--- src/rtl/cpu_pkg.sv ---
// Shared CPU definitions: instruction opcodes, RTI sequencer state encoding
// and datapath width defaults used by the interrupt entry/exit logic.
package cpu_pkg;

  localparam int DEF_PC_WIDTH   = 32;
  localparam int DEF_HALF_WIDTH = 16;
  localparam int DEF_WAIT_MAX   = 15;

  // Stack opcodes: bit 3 selects pop (1) vs push (0), low bits pick the register.
  localparam logic [15:0] OP_NOP      = 16'h0000;
  localparam logic [15:0] OP_PUSH_PCL = 16'h7000;
  localparam logic [15:0] OP_PUSH_PCH = 16'h7001;
  localparam logic [15:0] OP_PUSH_CCR = 16'h7002;
  localparam logic [15:0] OP_POP_PCL  = 16'h7008;
  localparam logic [15:0] OP_POP_PCH  = 16'h7009;
  localparam logic [15:0] OP_POP_CCR  = 16'h700A;

  typedef enum logic [2:0] {
    RTI_IDLE    = 3'd0,
    RTI_FLUSH   = 3'd1,
    RTI_POP_PCH = 3'd2,
    RTI_POP_PCL = 3'd3,
    RTI_POP_CCR = 3'd4,
    RTI_WAIT_WB = 3'd5,
    RTI_PC_LOAD = 3'd6
  } rti_state_t;

endpackage

--- src/rtl/pc_half_capture.sv ---
// Holds one popped PC half from the write-back bus plus a "got it" flag.
// A clear request always wins over a capture in the same cycle.
module pc_half_capture #(
  parameter int W = 16
) (
  input  logic         clk,
  input  logic         reset,
  input  logic         clear_i,
  input  logic         capture_i,
  input  logic [W-1:0] data_i,
  output logic [W-1:0] data_o,
  output logic         got_o
);

  logic [W-1:0] data_q;
  logic         got_q;

  // Capture register and its valid flag; flag cleared at sequence start or disable.
  always_ff @(posedge clk or negedge reset) begin
    if (!reset) begin
      data_q <= '0;
      got_q  <= 1'b0;
    end else if (clear_i) begin
      got_q  <= 1'b0;
    end else if (capture_i) begin
      data_q <= data_i;
      got_q  <= 1'b1;
    end
  end

  assign data_o = data_q;
  assign got_o  = got_q;

endmodule

--- src/rtl/rti_unit.sv ---
// Return-from-interrupt sequencer. On an RTI in decode it stalls fetch,
// injects POP PCH / POP PCL / POP CCR, collects the two popped PC halves from
// write-back and fires a single-cycle PC load. A bounded wait for the halves
// raises a sticky error instead of hanging the pipeline.
module rti_unit
  import cpu_pkg::*;
#(
  parameter int PC_WIDTH   = DEF_PC_WIDTH,
  parameter int HALF_WIDTH = DEF_HALF_WIDTH,
  parameter int WAIT_MAX   = DEF_WAIT_MAX
) (
  input  logic                  clk,
  input  logic                  reset,
  input  logic                  enable,
  input  logic                  rti_req,
  input  logic                  wb_hi_valid,
  input  logic                  wb_lo_valid,
  input  logic [HALF_WIDTH-1:0] wb_data,
  output logic                  stall,
  output logic                  instr_valid,
  output logic [HALF_WIDTH-1:0] instruction,
  output logic                  pc_load,
  output logic [PC_WIDTH-1:0]   PC_VALUE,
  output logic                  rti_busy,
  output logic                  rti_done,
  output logic                  rti_err
);

  // Last counter value still inside the wait window; reaching WAIT_MAX times out.
  localparam logic [3:0] TMO_LAST = 4'(WAIT_MAX - 1);

  rti_state_t            state_q, state_d;
  logic [3:0]            wait_cnt_q, wait_cnt_d;
  logic                  err_q, err_d;

  logic                  in_seq;
  logic                  flush_entry;
  logic                  clear_caps;
  logic                  hi_got, lo_got;
  logic [HALF_WIDTH-1:0] hi_data, lo_data;
  logic                  hi_avail, lo_avail;

  assign in_seq      = (state_q != RTI_IDLE);
  assign flush_entry = enable && (state_q == RTI_IDLE) && rti_req;
  assign clear_caps  = flush_entry || !enable;

  pc_half_capture #(.W(HALF_WIDTH)) u_hi_cap (
    .clk       (clk),
    .reset     (reset),
    .clear_i   (clear_caps),
    .capture_i (wb_hi_valid && in_seq),
    .data_i    (wb_data),
    .data_o    (hi_data),
    .got_o     (hi_got)
  );

  pc_half_capture #(.W(HALF_WIDTH)) u_lo_cap (
    .clk       (clk),
    .reset     (reset),
    .clear_i   (clear_caps),
    .capture_i (wb_lo_valid && in_seq),
    .data_i    (wb_data),
    .data_o    (lo_data),
    .got_o     (lo_got)
  );

  // A half arriving on the same edge counts, so PC_LOAD is not delayed a cycle.
  assign hi_avail = hi_got || wb_hi_valid;
  assign lo_avail = lo_got || wb_lo_valid;

  // State, wait counter and sticky error registers.
  always_ff @(posedge clk or negedge reset) begin
    if (!reset) begin
      state_q    <= RTI_IDLE;
      wait_cnt_q <= 4'd0;
      err_q      <= 1'b0;
    end else begin
      state_q    <= state_d;
      wait_cnt_q <= wait_cnt_d;
      err_q      <= err_d;
    end
  end

  // Next-state logic, wait timeout and error flag update.
  always_comb begin
    state_d    = state_q;
    wait_cnt_d = wait_cnt_q;
    err_d      = err_q;
    if (!enable) begin
      state_d = RTI_IDLE;
    end else begin
      unique case (state_q)
        RTI_IDLE:    if (rti_req) state_d = RTI_FLUSH;
        RTI_FLUSH:   state_d = RTI_POP_PCH;
        RTI_POP_PCH: state_d = RTI_POP_PCL;
        RTI_POP_PCL: state_d = RTI_POP_CCR;
        RTI_POP_CCR: begin
          state_d    = RTI_WAIT_WB;
          wait_cnt_d = 4'd0;
        end
        RTI_WAIT_WB: begin
          if (hi_avail && lo_avail) begin
            state_d = RTI_PC_LOAD;
          end else if (wait_cnt_q == TMO_LAST) begin
            state_d = RTI_IDLE;
            err_d   = 1'b1;
          end else begin
            wait_cnt_d = wait_cnt_q + 4'd1;
          end
        end
        RTI_PC_LOAD: state_d = RTI_IDLE;
        default:     state_d = RTI_IDLE;
      endcase
    end
  end

  // Moore output decode from the current state.
  always_comb begin
    stall       = 1'b0;
    instr_valid = 1'b0;
    instruction = HALF_WIDTH'(OP_NOP);
    pc_load     = 1'b0;
    unique case (state_q)
      RTI_IDLE: ;
      RTI_FLUSH, RTI_WAIT_WB: begin
        stall       = 1'b1;
        instr_valid = 1'b1;
      end
      RTI_POP_PCH: begin
        stall       = 1'b1;
        instr_valid = 1'b1;
        instruction = HALF_WIDTH'(OP_POP_PCH);
      end
      RTI_POP_PCL: begin
        stall       = 1'b1;
        instr_valid = 1'b1;
        instruction = HALF_WIDTH'(OP_POP_PCL);
      end
      RTI_POP_CCR: begin
        stall       = 1'b1;
        instr_valid = 1'b1;
        instruction = HALF_WIDTH'(OP_POP_CCR);
      end
      RTI_PC_LOAD: begin
        instr_valid = 1'b1;
        pc_load     = 1'b1;
      end
      default: ;
    endcase
  end

  assign rti_busy = in_seq;
  assign rti_done = pc_load;
  assign rti_err  = err_q;
  assign PC_VALUE = pc_load ? PC_WIDTH'({hi_data, lo_data}) : '0;

endmodule

--- config.mk ---
export PLATFORM = sky130hd
export DESIGN_NAME = rti_unit
export DESIGN_NICKNAME = d
export VERILOG_FILES = /design/src/rtl/cpu_pkg.sv /design/src/rtl/pc_half_capture.sv /design/src/rtl/rti_unit.sv
export SDC_FILE = /design/constraint.sdc
export NUM_CORES = 1
export LEC_CHECK = 0
export ABC_CLOCK_PERIOD_IN_PS = 1500
export CAP_MARGIN = 30
export CORE_UTILIZATION = 41
export DETAILED_ROUTE_END_ITERATION = 12
export PLACE_DENSITY = 0.76
export SYNTH_ARGS = -nofsm -noshare
export SYNTH_HDL_FRONTEND = slang
export SYNTH_SLANG_ARGS = --single-unit
export TNS_END_PERCENT = 5
--- constraint.sdc ---
create_clock -name clk -period 1.5 [get_ports clk]
set_input_delay 0.3 -clock clk [delete_from_list [all_inputs] [get_ports clk]]
set_output_delay 0.3 -clock clk [all_outputs]
set_load 0.02 [all_outputs]
# ---- Word level (Yosys, flattened, before mapping)
# Index checks and enable logic that the tools add are counted.
dict set report classes {
  n_addsub 1
  mul 0
  div_mod_pow 0
  n_lt_le_gt_ge 0
  n_eq_ne 11
  shift 0
  muxes 17
  bitwise 2
  reduce_logical 21
}
# operator n
set ops {}
lappend ops {{case mux 15 bit (3 select lines)} 1}
lappend ops {{2-to-1 mux 32 bit} 1}
lappend ops {{case mux 3 bit (6 select lines)} 1}
lappend ops {{2-to-1 mux 3 bit} 4}
lappend ops {{== test 3 bit (second input constant)} 3}
lappend ops {{2-to-1 mux 4 bit} 2}
lappend ops {{case mux 4 bit (2 select lines)} 1}
lappend ops {{AND reduction 4 bit} 2}
lappend ops {{2-to-1 mux 1 bit} 7}
lappend ops {{== test 3 x 2 -> 1 bit (second input constant)} 2}
lappend ops {{AND reduction 2 bit} 3}
lappend ops {{nonzero test 2 bit} 3}
lappend ops {{OR reduction 6 bit} 1}
lappend ops {{logical AND 1 bit} 5}
lappend ops {{OR reduction 5 bit} 1}
lappend ops {{adder 4 x 1 -> 4 bit (second input constant)} 1}
lappend ops {{== test 4 bit (second input constant)} 1}
lappend ops {{!= test 2 bit (second input constant)} 2}
lappend ops {{!= test 4 bit (second input constant)} 1}
lappend ops {{== test 3 x 1 -> 1 bit (second input constant)} 1}
lappend ops {{zero test 3 bit} 1}
lappend ops {{logical OR 1 bit} 3}
lappend ops {{!= test 3 bit (second input constant)} 1}
lappend ops {{nonzero test 3 bit} 1}
lappend ops {{other kinds (2)} 3}
dict set report totals {
  register_bits 42
  latch_bits 0
  ramBits 0
  rom_bits 0
  out_inout_bits 54
  elab_cells 59
  n_memories 0
}

# ---- Depth between registers and ports, before layout
dict set report depth {
  word_depth 6
  mapped_depth 6
}

# ---- By module
# Synthesis repeated with hierarchy kept, for this count alone.
dict set report hier_totals {
  hier_cells 189
  area_unflattened_um2 2287.2
}
# module n_inst cells_per_inst area_each_um2 seq_area_each_um2
set modules_own_cells {}
lappend modules_own_cells {pc_half_capture 2 38 695.7 425.4}
lappend modules_own_cells {rti_unit 1 113 895.9 200.2}

# ---- Least setup slack after synthesis
# Ideal clock, no wire load.
dict set report synth_path {
  path_kind {register to output}
  from {register state_q[0]}
  to {output port instruction[12]}
  arrival_time_ps 1339
  slack_ps -139
  stages_incl_launch_ff 5
  path_cell_list {dfrtp_1 > buf_6 > nor3b_4 > a21o_1 > buf_4}
}
dict set report synth_via {
  elab_chain_cells 2
}
# item line_no
set synth_lines {}
lappend synth_lines {{start, declared} rti_unit.sv:32} ;# rti_state_t state_q, state_d;
lappend synth_lines {{start signal, assigned} rti_unit.sv:78} ;# state_q <= state_d;
lappend synth_lines {{== test 3 bit or == test 3 x 2 -> 1 bit (tied branches)} rti_unit.sv:123} ;# unique case (state_q)
lappend synth_lines {{case mux 15 bit (3 select lines) (*)} rti_unit.sv:123}
lappend synth_lines {{end, declared} rti_unit.sv:21} ;# output logic [HALF_WIDTH-1:0] instruction,
# Every way passes the cells marked *; elsewhere a longest branch is shown, timed or not.

# ---- Final worst setup path
dict set report layout_path {
  from {register state_q[2]}
  to {output port PC_VALUE[2]}
}
dict set report layout_via {
  elab_chain_cells 3
}
# item line_no
set layout_lines {}
lappend layout_lines {{== test 3 bit} rti_unit.sv:123}
lappend layout_lines {{2-to-1 mux 1 bit} rti_unit.sv:123}
lappend layout_lines {{2-to-1 mux 32 bit} rti_unit.sv:155} ;# assign PC_VALUE = pc_load ? PC_WIDTH'({hi_data, lo_data}) : '0;
lappend layout_lines {{end, declared} rti_unit.sv:23} ;# output logic [PC_WIDTH-1:0] PC_VALUE,
# Every way passes these cells.

==> reports/qor.yml <==
outcome: "finished with violations"
violations: "negative setup slack"
initial_core_util: 0.4272
min_period_over_period: 1.158
final_cell_mix: "42 x dfrtp_1, 40 x buf_6, 23 x and2_4, 23 x mux2_4, 20 x clkdlybuf4s50_1"
num_vias: 1614
yosysUniqueCellTypes: 38
via_per_inst: 4.775
h-tree-depth: 2
rows: 26
post-route-drc-count: 0
drtAntennaViolNets: 0
clock-sinks: 42
cap_violations: 0
syn_avg_cell_area_um2: 11.92
r2r_slack_ns: -0.21
antenna_cells: 0
drive_gt1_frac: 0.5746
cp_top_family: "flip-flops"
rsz0062_at_grt: "true"
dp_cells: 325
synth_seq_cells: 42
worst_hold_path_type: "reg -> reg"
path_max_fanout: 13
finalHoldViolCount: 0
grtUsageTotal: 0.1861
syn_to_final_growth_pct: 57.51
r2r-start: "state_q[1]"
power_density_nw_per_um2: 1201
critPathSlowestCell: "dfrtp_1"
worst_hold_startpoint: "rti_err"
ys_seq_area_frac: 0.4817
critPathCaptureType: "primary output"
cts_tree: "built"
die_y_um: 74.96
crit_chain: "nand2_2 -> nor2_4 -> buf_12 -> buf_12 -> and2_2 -> buf_6"
start_kind: "flop"
arrival_ns: 1.44
synth_warnings: 0
clk_path_buf_depth: 2
fin_nets: 292
final.min_clock_period_ns: 1.737
port_buffers: 65
holdPathStages: 1
clk_latency_ns: 0.29
cts_made_buffers: 5
grt-ovfl-total: 0
wl_per_cell_um: 14.79
cp_common_cell: "buf_12"
place_congestion: 0.8209
synth_cells: 183
hpwlAfterDp_um: 3238
maxSlewViolCount: 0
critical_path.max_stage_delay_ns: 0.40
peakVddDrop_mv: 0.8684
root_buffer: "clkbuf_8"
antenna_found_initial: 0
finalNonFillerCells: 338
reg2regPathDepth: 7
first_iter_violations: 35
routed_wl_um: 5000
timing.final.ws_setup_ns: -0.2371
fmax_mhz: 575.7
final_common_cell: "dfrtp_1"
skew_ns: 0.004269
clk_pin_slew_ns: 0.08
p_leak_nw: 1.692
io_pins: 76
setup_violations: 76
synth.cell_area_um2: 2182
crit_buf_inv: 3
core_area_um2: 5107
grt_first_pass_wirelength_um: 7521
timing.rr.end: "u_hi_cap.data_o[1]"
grt_pass1_vias: 1566
dieArea_um2: 5618
setup.worst_path.class: "reg -> out"
min_to: "rti_err"
hold-worst-slack_ns: 0.4744
first_pass_iters: 2
die-width_um: 74.96
cp.required_ns: 1.20
grt_max_degree: 43
==> sequential cells by signal, summed over array words and instances (netlist names) <==
name             flops
u_hi_cap.got_o       1
state_q              3
wait_cnt_q           4
u_lo_cap.got_o       1
u_lo_cap.data_o     16
u_hi_cap.data_o     16
rti_err              1
==> how the worst max path moves through the flow <==
stage,start,end,depth (start not counted)
after floorplan,state_q[0],wait_cnt_q[2],5
after global placement,state_q[1],instruction[12],4
after detailed placement,state_q[1],instruction[13],4
after CTS,state_q[1],PC_VALUE[6],6
after global routing,state_q[1],PC_VALUE[31],6
final,state_q[2],PC_VALUE[2],6
==> what timing repair did <==
item                                   4_1_cts  5_1_grt
endpoints found under the hold margin       42        0
setup endpoints to repair                   80       79
hold buffers                                 1        0
pin swaps                                   17       11
gates cloned                                 1        0
buffers inserted                             4        0
resized for setup                          270       37
==> cell usage after synthesis, drive strengths merged <==
master | number | share of area
and3 | 3 | 0.0086
a21o | 3 | 0.010
nand3b | 1 | 0.0034
and2 | 34 | 0.097
dfrtp | 42 | 0.48
a22oi | 2 | 0.0069
nor2b | 4 | 0.011
a311o | 1 | 0.0046
a21oi | 1 | 0.0023
clkbuf | 2 | 0.0034
o2bb2ai | 1 | 0.0040
xnor2 | 1 | 0.0040
nand3 | 5 | 0.023
nand4 | 3 | 0.0086
a21boi | 1 | 0.0034
or3 | 1 | 0.0029
a41o | 1 | 0.0046
inv | 3 | 0.0052
nor3 | 2 | 0.0097
nand2 | 2 | 0.0034
nand2b | 1 | 0.0029
nor3b | 2 | 0.012
and3b | 1 | 0.0040
nor2 | 5 | 0.0097
conb | 1 | 0.0017
ha | 2 | 0.011
buf | 21 | 0.076
mux2 | 34 | 0.18
o22ai | 2 | 0.0057
o21ai | 1 | 0.0023
==> kinds of logic (layout without fill, tap and decap cells) <==
logic type | count (synthesis) | in the layout | share of synthesized area
xor+xnor | 1 | 1 | 0.004014
flops | 42 | 42 | 0.4817
fa+ha+maj | 2 | 2 | 0.01147
compound gates | 13 | 13 | 0.04415
mux | 34 | 34 | 0.1755
other cells | 1 | 10 | 0.001719
buf+inv | 26 | 102 | 0.08429
simple gates | 64 | 64 | 0.1973
==> worst reg2reg max path, cell delays in order (launching register included) <==
cell,delay [ns]
dfrtp_1,0.40
buf_6,0.15
nor3_4,0.27
inv_4,0.06
buf_12,0.13
nand3_4,0.06
buf_12,0.18
mux2_2,0.36
==> layout make-up <==
cell class | instances | area (um^2)
clock inverters | 1 | 30.03
multi-input cells | 124 | 1175
fillers | 394 | 1670
inverters | 3 | 13.76
clock buffers | 6 | 82.58
flip-flops and latches | 42 | 1051
repair buffers | 92 | 997.2
well taps | 70 | 87.58
==> stage by stage <==
step / area [um^2] / setup slack (ns) / setup TNS (ns) / util / total power, mW
finish: 3437 / -0.2371 / -14.26 / 0.6730 / 4.126
global route: 3437 / -0.2788 / -18.77 / 0.6730 / 4.354
CTS: 3312 / -0.2333 / -15.15 / 0.6485 / 3.928
detailed placement: 3045 / -0.3313 / -18.74 / 0.5963 / 2.983
global placement: 3045 / -0.2997 / -18.10 / 0.5963 / 2.932
floorplan: 2271 / -0.06194 / -2.570 / - / 2.553
==> power breakdown <==
| group | total, mW | leakage [nW] | switching (mW) | internal (mW) |
|---|---|---|---|---|
| logic | 1.40 | 1.12 | 0.530 | 0.871 |
| registers | 1.82 | 0.514 | 0.236 | 1.59 |
| clock network | 0.901 | 0.0573 | 0.369 | 0.532 |
| total | 4.13 | 1.69 | 1.13 | 2.99 |
==> metal layers <==
layer	vias to the layer above	wire, um	track usage
met5	-	0	0
met4	0	107	0.08176
met3	9	202	0.04552
met2	44	2615	0.3243
met1	793	2075	0.2177
li1	768	-	-
No activity file was read; power rests on OpenSTA's default activity.
